`src/rtl/uart_pkg.sv`:
```
// Shared types and constants for the UART receive path.
// Also used by the planned transmitter.
package uart_pkg;

    typedef enum logic [2:0] {
        IDLE,
        START,
        DATA,
        STOP,
        BREAK
    } state_t;

    localparam int OVERSAMPLE    = 16;
    localparam int HALF_BIT      = 7;
    localparam int DATA_BITS_DEF = 8;

endpackage

```
`src/rtl/uart_baud_tick.sv`:
```
// Oversample tick generator: one tick every bdiv+1 clocks.
// A synchronous clear re-phases the tick to an external event.
module uart_baud_tick #(
    parameter int DIV_WIDTH = 16
) (
    input  logic                 clk,
    input  logic                 reset,
    input  logic                 i_clr,
    input  logic [DIV_WIDTH-1:0] i_bdiv,
    output logic                 o_tick
);

    logic [DIV_WIDTH-1:0] r_cnt;

    assign o_tick = (r_cnt == i_bdiv);

    // Count 0..bdiv and wrap; >= keeps a shrunk divisor from running away.
    always_ff @(posedge clk or posedge reset) begin
        if (reset) begin
            r_cnt <= '0;
        end else if (i_clr) begin
            r_cnt <= '0;
        end else if (r_cnt >= i_bdiv) begin
            r_cnt <= '0;
        end else begin
            r_cnt <= r_cnt + 1'b1;
        end
    end

endmodule

```
`src/rtl/uart_rx.sv`:
```
// 8N1 UART receiver with 16x oversampling and a programmable divisor.
// Writes each good byte straight into the downstream receive fifo.
module uart_rx
    import uart_pkg::*;
#(
    parameter int DIV_WIDTH = 16,
    parameter int DATA_BITS = DATA_BITS_DEF
) (
    input  logic                 clk,
    input  logic                 reset,
    input  logic                 rxd,
    input  logic [DIV_WIDTH-1:0] bdiv,
    input  logic                 fifo_full,
    input  logic                 clr_err,
    output logic                 wr,
    output logic [DATA_BITS-1:0] dout,
    output logic                 busy,
    output logic                 frame_err,
    output logic                 overrun
);

    localparam int IDX_W = (DATA_BITS > 1) ? $clog2(DATA_BITS) : 1;
    localparam logic [IDX_W-1:0] IDX_LAST = IDX_W'(DATA_BITS - 1);
    localparam logic [3:0] SAMP_HALF = 4'(HALF_BIT);
    localparam logic [3:0] SAMP_LAST = 4'(OVERSAMPLE - 1);

    logic                 r_sync1;
    logic                 r_sync2;
    state_t               r_state;
    logic [3:0]           r_samp;
    logic [IDX_W-1:0]     r_idx;
    logic [DATA_BITS-1:0] r_shift;
    logic                 r_wr;
    logic [DATA_BITS-1:0] r_dout;
    logic                 r_ferr;
    logic                 r_ovr;

    logic w_rxs;
    logic w_tick;
    logic w_start;

    assign w_rxs   = r_sync2;
    assign w_start = (r_state == IDLE) && !w_rxs;

    assign wr        = r_wr;
    assign dout      = r_dout;
    assign busy      = (r_state != IDLE);
    assign frame_err = r_ferr;
    assign overrun   = r_ovr;

    // Two-flop synchronizer; resets to the idle line level.
    always_ff @(posedge clk or posedge reset) begin
        if (reset) begin
            r_sync1 <= 1'b1;
            r_sync2 <= 1'b1;
        end else begin
            r_sync1 <= rxd;
            r_sync2 <= r_sync1;
        end
    end

    uart_baud_tick #(
        .DIV_WIDTH(DIV_WIDTH)
    ) u_tick (
        .clk   (clk),
        .reset (reset),
        .i_clr (w_start),
        .i_bdiv(bdiv),
        .o_tick(w_tick)
    );

    // Frame FSM; a new error event overrides a simultaneous clear.
    always_ff @(posedge clk or posedge reset) begin
        if (reset) begin
            r_state <= IDLE;
            r_samp  <= '0;
            r_idx   <= '0;
            r_shift <= '0;
            r_wr    <= 1'b0;
            r_dout  <= '0;
            r_ferr  <= 1'b0;
            r_ovr   <= 1'b0;
        end else begin
            r_wr <= 1'b0;
            if (clr_err) begin
                r_ferr <= 1'b0;
                r_ovr  <= 1'b0;
            end
            unique case (r_state)
                IDLE: begin
                    if (!w_rxs) begin
                        r_state <= START;
                        r_samp  <= '0;
                    end
                end
                START: begin
                    if (w_tick) begin
                        if (r_samp == SAMP_HALF) begin
                            if (!w_rxs) begin
                                r_state <= DATA;
                                r_idx   <= '0;
                                r_samp  <= '0;
                            end else begin
                                r_state <= IDLE;
                            end
                        end else begin
                            r_samp <= r_samp + 1'b1;
                        end
                    end
                end
                DATA: begin
                    if (w_tick) begin
                        r_samp <= r_samp + 1'b1;
                        if (r_samp == SAMP_LAST) begin
                            r_shift[r_idx] <= w_rxs;
                            if (r_idx == IDX_LAST) begin
                                r_state <= STOP;
                            end else begin
                                r_idx <= r_idx + 1'b1;
                            end
                        end
                    end
                end
                STOP: begin
                    if (w_tick) begin
                        r_samp <= r_samp + 1'b1;
                        if (r_samp == SAMP_LAST) begin
                            if (w_rxs) begin
                                r_state <= IDLE;
                                if (fifo_full) begin
                                    r_ovr <= 1'b1;
                                end else begin
                                    r_wr   <= 1'b1;
                                    r_dout <= r_shift;
                                end
                            end else begin
                                r_ferr  <= 1'b1;
                                r_state <= BREAK;
                            end
                        end
                    end
                end
                BREAK: begin
                    if (w_rxs) begin
                        r_state <= IDLE;
                    end
                end
                default: begin
                    r_state <= IDLE;
                end
            endcase
        end
    end

endmodule

```
`config.mk`:
```
export PLATFORM = sky130hd
export DESIGN_NAME = uart_rx
export DESIGN_NICKNAME = d
export VERILOG_FILES = /design/src/rtl/uart_pkg.sv /design/src/rtl/uart_baud_tick.sv /design/src/rtl/uart_rx.sv
export SDC_FILE = /design/constraint.sdc
export NUM_CORES = 1
export LEC_CHECK = 0
export ABC_AREA = 1
export BUFFER_PORTS_ARGS = -buffer_cell sky130_fd_sc_hd__buf_2
export CELL_PAD_IN_SITES_DETAIL_PLACEMENT = 1
export CELL_PAD_IN_SITES_GLOBAL_PLACEMENT = 1
export CORE_ASPECT_RATIO = 0.8
export CORE_MARGIN = 2
export CORE_UTILIZATION = 40
export DETAILED_ROUTE_END_ITERATION = 10
export GPL_ROUTABILITY_DRIVEN = 0
export PLACE_DENSITY = 0.76
export SETUP_SLACK_MARGIN = 0.5
export SKIP_LAST_GASP = 1
export SYNTH_ARGS = -nofsm -noshare
export SYNTH_HDL_FRONTEND = slang
export SYNTH_SLANG_ARGS = --single-unit
```
`constraint.sdc`:
```
create_clock -name clk -period 2.2 [get_ports clk]
set_clock_uncertainty 0.15 [all_clocks]
set_input_delay 0.22 -clock clk [delete_from_list [all_inputs] [get_ports clk]]
set_output_delay 0.22 -clock clk [all_outputs]
set_load 0.01 [all_outputs]
```
==> impl_results.md, run 1 <==
* Clock tree root driver cell: sky130_fd_sc_hd__clkbuf_8
* Number of synthesized register bits at 47
* Relative contribution of sequential cells to total power at between 30 and 40%
* Reg clk slew, reported paths at approximately 0.10 ns
* Final std cell area, no fill at 3968 um2
* Startpoint type of the worst setup path: flip-flop
* Reported max-cap violation count at 0
* Number of buffers added by the clock tree synthesis step at 5
* Top achievable clock speed at around 500 MHz
* Syn Area/Cell at approximately 7.6 um2
* Initial detailed-routing violation count at 101
* Total instance count after detailed placement at between 500 and 600
* DR WL/cell at about 16 um
* Clock tree sinks at 47
* Worst skew pair latency at ~0.30 ns
* Number of global-route vias before repair at approximately 2800
* Number of distinct standard cells referenced by the synthesized netlist at 29
* Fin Hold WS at -0.001662 ns
* Worst-path maximum fanout at 8
* Setup crit start: u_tick.r_cnt[7]
* CP max stage delay at ~0.43 ns
* Crit share post-route at approximately 91%
* Number of warning messages in the yosys log at 0
* Worst path slowest cell: sky130_fd_sc_hd__dfrtp_1
* Reg-to-reg slack, setup at 0.20 ns
* Source of the worst hold timing path: fifo_full
* Maximum number of pins on one net before global-route repair at 27
* Core region area at 6925 um2
* Number of core rows at 27
* Internal power at between 1.5 and 2 mW
* Post-layout util at roughly 57%
* Sequence of cells on the critical path: ha_4 -> nand2_2 -> nor2_4 -> nand2_2 -> nor2_4 -> buf_12 -> buf_16 -> nand2_8 -> nand2_1 -> nand2_1
* Data arrival time of the critical path at just over 2 ns
* Net count of the mapped netlist at 420
* Leakage power total at 2.016 nW
* Combined area of all synthesized cells at 2869 um2
* Switching share of total power at between 40% and 50%
* Number of antenna violations at the first check in global routing at 0
* Vert. Die Dim at 79.75 um
* RSZ-0062 raised after global routing: true
* Endpoint required time on the critical path at roughly 2.3 ns
* Ratio of routed vias to standard cells at 5.164
* Number of iterations in the first detailed-routing pass at 4
* Global-route wire length before repair at about 13000 um
* Count of final hold-check violations at 1
* Fraction of layout instances using a drive strength above 1 at 32.31%
* Pwr/cell area at 696.2 nW/um2
* Die area at 7870 um2
* Number of H-tree levels at 2
* Number of remaining DRC errors at 0
* Least setup slack across all paths after layout at ~0.20 ns
* Reg-to-reg critical path startpoint: u_tick.r_cnt[7]
* Total gr overflow at 0
* Critical Path Sink Type: flip-flop
* Sum Neg Setup Slack at 0 ns
* Layout fillers at around 830
* Worst slew slack as a fraction of its limit at between 60% and 70%
* Worst slack at placement at ~0.0085 ns
* HPWL after detailed placement at roughly 5500 um
* Antenna-violating nets left at 0
* Failing checks: negative hold slack
* Worst slew pin tran at roughly 0.53 ns
* Maximum root-to-sink buffer count at 2
* Relative contribution of the clock network to total power at 21.1%
* Classification of the worst setup path: flip-flop to flip-flop
* Global routing usage summed across all routing layers at a little over a fifth
* Finished Layout Cells at about 540
* Peak ir drop on the vdd network at 0.4234 mV
* TritonCTS clock tree: built
* WL final at ~8700 um
* Top-Level Pins at 33
* Port Buffer Count at 32
* Number of max-slew violations in the final report at 0
* Time the worst path needs with I/O delays and setup at about 2.0 ns
* Count of endpoints failing setup in the final report at 0
* Number of nets in the layout at roughly 500
* Count of inserted antenna diode cells at 0
* Min-delay worst type: input port to flip-flop
* Horiz. Die Dim at between 90 and 100 um
* Initial Utilization at 41.43%
* Outcome: finished, violations left
* Synth-to-layout area growth at 38.29%
* Portion of total power attributed to combinational logic at between 40% and 50%
* Number of vias after detailed routing at ~2800
* Synth Instances at ~380
* Placed cell area at roughly 3200 um2
* Share of synthesized area occupied by flip-flops and latches at a little over 40%
* Net switching power at ~1.1 mW
[critical path: cells and delay by family, from the launching register on]
kind	cells	cell delay, ns
flops	1	0.43
buf+inv	2	0.27
fa+ha+maj	1	0.30
simple gates	7	0.74
[area by class of cell]
cell class | count | area [um2] | area share, %
sequential | 47 | 1182 | 29.80
tap | 87 | 108.9 | 2.744
multi-input combinational | 274 | 1798 | 45.32
clock inverter | 2 | 16.27 | 0.4100
clock buffer | 6 | 82.58 | 2.081
timing repair buffer | 73 | 578.1 | 14.57
inverter | 53 | 201.4 | 5.077
[cell usage after synthesis]
library cell,number,area (um2)
sky130_fd_sc_hd__o211ai_1,2,15.01
sky130_fd_sc_hd__nor2_1,40,150.1
sky130_fd_sc_hd__o21bai_1,1,7.510
sky130_fd_sc_hd__nand4_1,15,93.84
sky130_fd_sc_hd__nand3b_1,1,7.510
sky130_fd_sc_hd__nand2_1,105,394.1
sky130_fd_sc_hd__o21a_1,1,7.510
sky130_fd_sc_hd__clkbuf_1,2,7.510
sky130_fd_sc_hd__nor2_4,1,11.26
sky130_fd_sc_hd__buf_4,1,7.510
sky130_fd_sc_hd__ha_1,20,250.2
sky130_fd_sc_hd__nand2_4,2,22.52
sky130_fd_sc_hd__nand2_2,1,6.260
sky130_fd_sc_hd__a21oi_1,7,35.03
sky130_fd_sc_hd__nor3_1,6,30.03
sky130_fd_sc_hd__o22ai_1,1,6.260
sky130_fd_sc_hd__inv_2,3,11.26
sky130_fd_sc_hd__dfrtp_1,45,1126
sky130_fd_sc_hd__dfstp_2,2,52.55
sky130_fd_sc_hd__buf_2,2,10.01
sky130_fd_sc_hd__o21ai_1,8,40.04
sky130_fd_sc_hd__nor4_4,1,21.27
sky130_fd_sc_hd__nor2_2,3,18.77
sky130_fd_sc_hd__nand3_2,1,10.01
sky130_fd_sc_hd__o21ai_0,10,50.05
sky130_fd_sc_hd__inv_1,50,187.7
sky130_fd_sc_hd__xnor2_1,1,8.760
sky130_fd_sc_hd__xor2_1,12,105.1
sky130_fd_sc_hd__nand3_1,35,175.2
[registers in the layout, indices dropped and copies added (netlist names)]
signal / cells
r_shift: 8
r_samp: 4
r_sync2: 1
dout: 8
overrun: 1
r_state: 3
u_tick.r_cnt: 16
r_idx: 3
wr: 1
frame_err: 1
r_sync1: 1
[layout by cell type (no fill, tap or decap), types with 2 or more instances in the layout]
master,instances
sky130_fd_sc_hd__a21oi_1,6
sky130_fd_sc_hd__buf_12,4
sky130_fd_sc_hd__buf_2,32
sky130_fd_sc_hd__buf_4,32
sky130_fd_sc_hd__clkbuf_16,2
sky130_fd_sc_hd__clkbuf_8,6
sky130_fd_sc_hd__dfrtp_1,42
sky130_fd_sc_hd__dfrtp_2,3
sky130_fd_sc_hd__dfstp_2,2
sky130_fd_sc_hd__dlygate4sd3_1,2
sky130_fd_sc_hd__ha_1,11
sky130_fd_sc_hd__ha_4,8
sky130_fd_sc_hd__inv_1,47
sky130_fd_sc_hd__inv_2,5
sky130_fd_sc_hd__nand2_1,82
sky130_fd_sc_hd__nand2_2,16
sky130_fd_sc_hd__nand2_4,8
sky130_fd_sc_hd__nand2_8,2
sky130_fd_sc_hd__nand3_1,32
sky130_fd_sc_hd__nand3_2,3
sky130_fd_sc_hd__nand4_1,15
sky130_fd_sc_hd__nor2_1,33
sky130_fd_sc_hd__nor2_2,2
sky130_fd_sc_hd__nor2_4,9
sky130_fd_sc_hd__nor3_1,5
sky130_fd_sc_hd__o211ai_1,2
sky130_fd_sc_hd__o21ai_0,6
sky130_fd_sc_hd__o21ai_1,9
sky130_fd_sc_hd__o21ai_2,3
sky130_fd_sc_hd__xor2_1,12
[timing repair]
| item | CTS | global route |
|---|---|---|
| gates cloned | 1 | 2 |
| setup buffers | 13 | 14 |
| hold buffers | 2 | 0 |
| gates resized for setup | 22 | 53 |
| endpoints found under the setup margin | 46 | 46 |
| hold endpoints to repair | 20 | 0 |
| pin swaps | 3 | 20 |
[metrics by stage]
step | total power, mW | hold WS (ns)
after floorplan | 1.664 | 0.07448
after global placement | 1.900 | 0.1350
after detailed placement | 1.939 | 0.1472
after CTS | 2.575 | 0.001227
after global routing | 2.975 | 0.008670
final | 2.762 | -0.001662
[path summary, 6_finish.rpt]
| kind | cells after the start | end |
|---|---|---|
| max in group asynchronous | 4 | r_idx[0] |
| worst max-delay path | 10 | dout[6] |
| worst max register to register | 10 | dout[6] |
| min in group asynchronous | 3 | u_tick.r_cnt[13] |
| worst min-delay path | 2 | wr |
| worst min register to register | 0 | r_sync2 |
[routing by layer]
metal / part of all wire, % / track usage, % / wire length [um]
met1: 45 / 29.55 / 3909
met2: 50 / 33.74 / 4331
met3: 3.7 / 3.415 / 320
met4: 1.1 / 4.658 / 98
met5: 0 / 0 / 0
[cell families (layout without fill, tap and decap cells)]
| kind of cell | Yosys count | in the layout | synth area share (%) |
|---|---|---|---|
| adders and majority gates | 20 | 20 | 8.722 |
| xor gates and xnor gates | 13 | 13 | 3.969 |
| DFF | 47 | 47 | 41.08 |
| AOI/OAI and AO/OA | 30 | 30 | 5.626 |
| and+or+nand+nor | 211 | 211 | 32.80 |
| buffers and inverters | 58 | 134 | 7.807 |
[power by group through the flow]
stage / Sequential (mW) / Combinational, mW / Clock [mW]
after floorplan: 1.04 / 0.621 / 0
after global placement: 1.06 / 0.840 / 0
after detailed placement: 1.07 / 0.874 / 0
after CTS: 1.04 / 0.934 / 0.600
after global routing: 1.06 / 1.29 / 0.627
final: 1.05 / 1.13 / 0.583
Note: power is estimated with default switching activity, not from simulation.
==> inputs of run 2 (changes only) <==
- CTS_BUF_LIST: unset -> sky130_fd_sc_hd__clkbuf_16
==> run 2 against run 1 <==
The run now ends clean. First-iteration DRC count grew 17%. Final cell count grew 1.1%. Highest routed layer unchanged. Fmax grew 0.97%. Critical endpoint is now u_tick.r_cnt[13]. Die area is the same. Routed wire length grew 14%. Non-clock buffer count grew 6. Sequential power is essentially flat.
==> impl_results.md, run 2 (synthesis gave the netlist of run 1 again) <==
* Area used by multi-input combinational logic at around 1900 um2
* CP delay by family, top: simple AND/OR/NAND/NOR gates
* Crit share post-route at between 80% and 90%
* Number of remaining DRC errors at 0
* Commonest cells after routing, fill and taps aside: sky130_fd_sc_hd__nand2_1, sky130_fd_sc_hd__inv_1, sky130_fd_sc_hd__dfrtp_1, sky130_fd_sc_hd__buf_4, sky130_fd_sc_hd__nor2_1
* Global routing usage summed across all routing layers at ~25%
* Internal power at between 1.5 and 2 mW
* Port Buffer Count at 32
* Synth-to-layout area growth at 45.09%
* Worst path slowest cell: sky130_fd_sc_hd__dfrtp_1
* Peak ir drop on the vdd network at roughly 0.38 mV
* Number of vias after detailed routing at 2974
* Outcome: finished, final reports clean
* DR WL/cell at between 15 and 20 um
* Count of final hold-check violations at 0
* Antenna-violating nets left at 0
* Critical Path Sink Type: flip-flop
* Startpoint type of the worst setup path: flip-flop
* Relative contribution of sequential cells to total power at about a third
* Worst slew pin tran at between 0.5 and 0.6 ns
* Top achievable clock speed at 505.5 MHz
* Largest register FFs at 16
* Number of nets in the layout at ~500
* Worst-path maximum fanout at 8
* Fraction of layout instances using a drive strength above 1 at about a third
* Initial Utilization at around two fifths
* Worst slew slack as a fraction of its limit at between 60% and 70%
* Number of iterations in the first detailed-routing pass at 4
* Commonest non-fill, non-tap cell in the layout: sky130_fd_sc_hd__nand2_1
* Number of core rows at 27
* Global-route wire length before repair at about 16000 um
* Sum of met2 wire segment lengths after detailed routing at about 5000 um
* Number of buffers added by the clock tree synthesis step at 5
* Fin Hold WS at a little over 0.05 ns
* Number of antenna violations at the first check in global routing at 0
* Most common cell on crit path: sky130_fd_sc_hd__nor2_1
* Endpoint required time on the critical path at between 2 and 2.5 ns
* Reported max-cap violation count at 0
* CP max stage delay at between 0.4 and 0.5 ns
* Sum Neg Setup Slack at 0 ns
* Max layer used: met4
* Portion of total power attributed to combinational logic at approximately 40%
* Maximum root-to-sink buffer count at 2
* Vert. Die Dim at ~80 um
* Top-Level Pins at 33
* Core region area at about 6900 um2
* HPWL after detailed placement at ~5500 um
* Ratio of routed vias to standard cells at 5.427
* Time the worst path needs with I/O delays and setup at between 1.5 and 2 ns
* Switching share of total power at 39.61%
* Total gr overflow at 0
* Data arrival time of the critical path at between 2 and 2.5 ns
* Worst skew pair latency at between 0.2 and 0.3 ns
* Leakage power total at ~2.1 nW
* Met3 wirelength from detailed routing at 444 um
* Min-delay worst type: input port to flip-flop
* Number of max-slew violations in the final report at 0
* Pwr/cell area at around 740 nW/um2
* Net switching power at between 1 and 1.5 mW
* Met1 routed wirelength after detailed routing at 4128 um
* Relative contribution of the clock network to total power at around 25%
* Register with the highest flop count: u_tick.r_cnt
* Register area at around 1200 um2
* Classification of the worst setup path: flip-flop to flip-flop
* WL final at ~10000 um
* Sequence of cells on the critical path: ha_4 -> nand2_4 -> nor2_4 -> buf_4 -> inv_1 -> a21oi_2 -> nor2_1 -> nand2_2 -> clkbuf_16 -> nor2_1
* Buffer and inverter count on the worst path at 3
* Layout fillers at roughly 810
* Number of H-tree levels at 2
* Number of global-route vias before repair at roughly 3200
* Clock tree root driver cell: sky130_fd_sc_hd__clkbuf_16
* Die area at ~8000 um2
* Initial detailed-routing violation count at 118
* Reg clk slew, reported paths at 0.07 ns
* Count of endpoints failing setup in the final report at 0
* Maximum number of pins on one net before global-route repair at 27
* Horiz. Die Dim at between 90 and 100 um
* TritonCTS clock tree: built
* RSZ-0062 raised after global routing: true
* Count of inserted antenna diode cells at 0
* Clock tree sinks at 47
run 2: changes by cell type in the layout (fill, tap and decap cells not counted), sizes merged:
cell	change
buf	+7
clkbuf	-2
clkinv	+1
run 2: metrics by stage:
step	power [mW]	std cells	cell area, um2	util (%)	setup WS, ns
after floorplan	1.664	379	2884	-	0.4226
after global placement	1.900	502	3231	46.65	0.02634
after detailed placement	1.939	502	3231	46.65	0.008524
after CTS	2.931	542	3969	57.31	0.3012
after global routing	3.293	548	4163	60.11	0.1237
final	3.079	548	4163	60.11	0.2219
run 2: repair_timing:
| item | CTS | global route |
|---|---|---|
| setup endpoints to repair | 46 | 46 |
| pin swaps | 12 | 8 |
| resized for setup | 64 | 23 |
| buffers inserted | 28 | 5 |
| gates cloned | 2 | 1 |
| endpoints found under the hold margin | 20 | 0 |
| hold buffers | 2 | 0 |
run 2: final cells by class:
class | instances | share of cell area [%]
clock buffers | 5 | 3.006
clock inverters | 3 | 0.4809
inverters | 53 | 4.779
multi-input cells | 274 | 45.18
flip-flops and latches | 47 | 28.43
well taps | 87 | 2.615
repair buffers | 79 | 15.51
run 2: worst reg2reg max path, delay by kind of cell, from the launching register on:
kind,cells,cell delay [ns]
adder cells (fa/ha/maj),1,0.31
AO/OA/AOI/OAI,1,0.14
AND/OR/NAND/NOR,5,0.48
flip-flops,1,0.43
buffers and inverters,3,0.36
run 2: final timing paths:
check / start / end / slack [ns] / cells after the start
min reg2reg: r_sync1 / r_sync2 / 0.21 / 0
max: u_tick.r_cnt[15] / u_tick.r_cnt[13] / 0.22 / 10
min in group asynchronous: reset / u_tick.r_cnt[5] / 0.37 / 3
min: fifo_full / wr / 0.05 / 2
max in group asynchronous: reset / r_idx[1] / 0.98 / 4
max reg2reg: u_tick.r_cnt[15] / u_tick.r_cnt[13] / 0.22 / 10
run 2: metal layers:
metal | GRT usage, % | up-vias
met3 | 4.116 | 28
met5 | 0 | -
met4 | 7.945 | 0
met2 | 44.29 | 85
li1 | - | 1388
met1 | 32.18 | 1473
run 2: power by group through the flow:
stage	Sequential, mW	Clock, mW	Combinational (mW)
global route	1.06	0.826	1.40
finish	1.05	0.779	1.25
global placement	1.06	0	0.840
CTS	1.04	0.784	1.11
floorplan	1.04	0	0.621
detailed placement	1.07	0	0.874
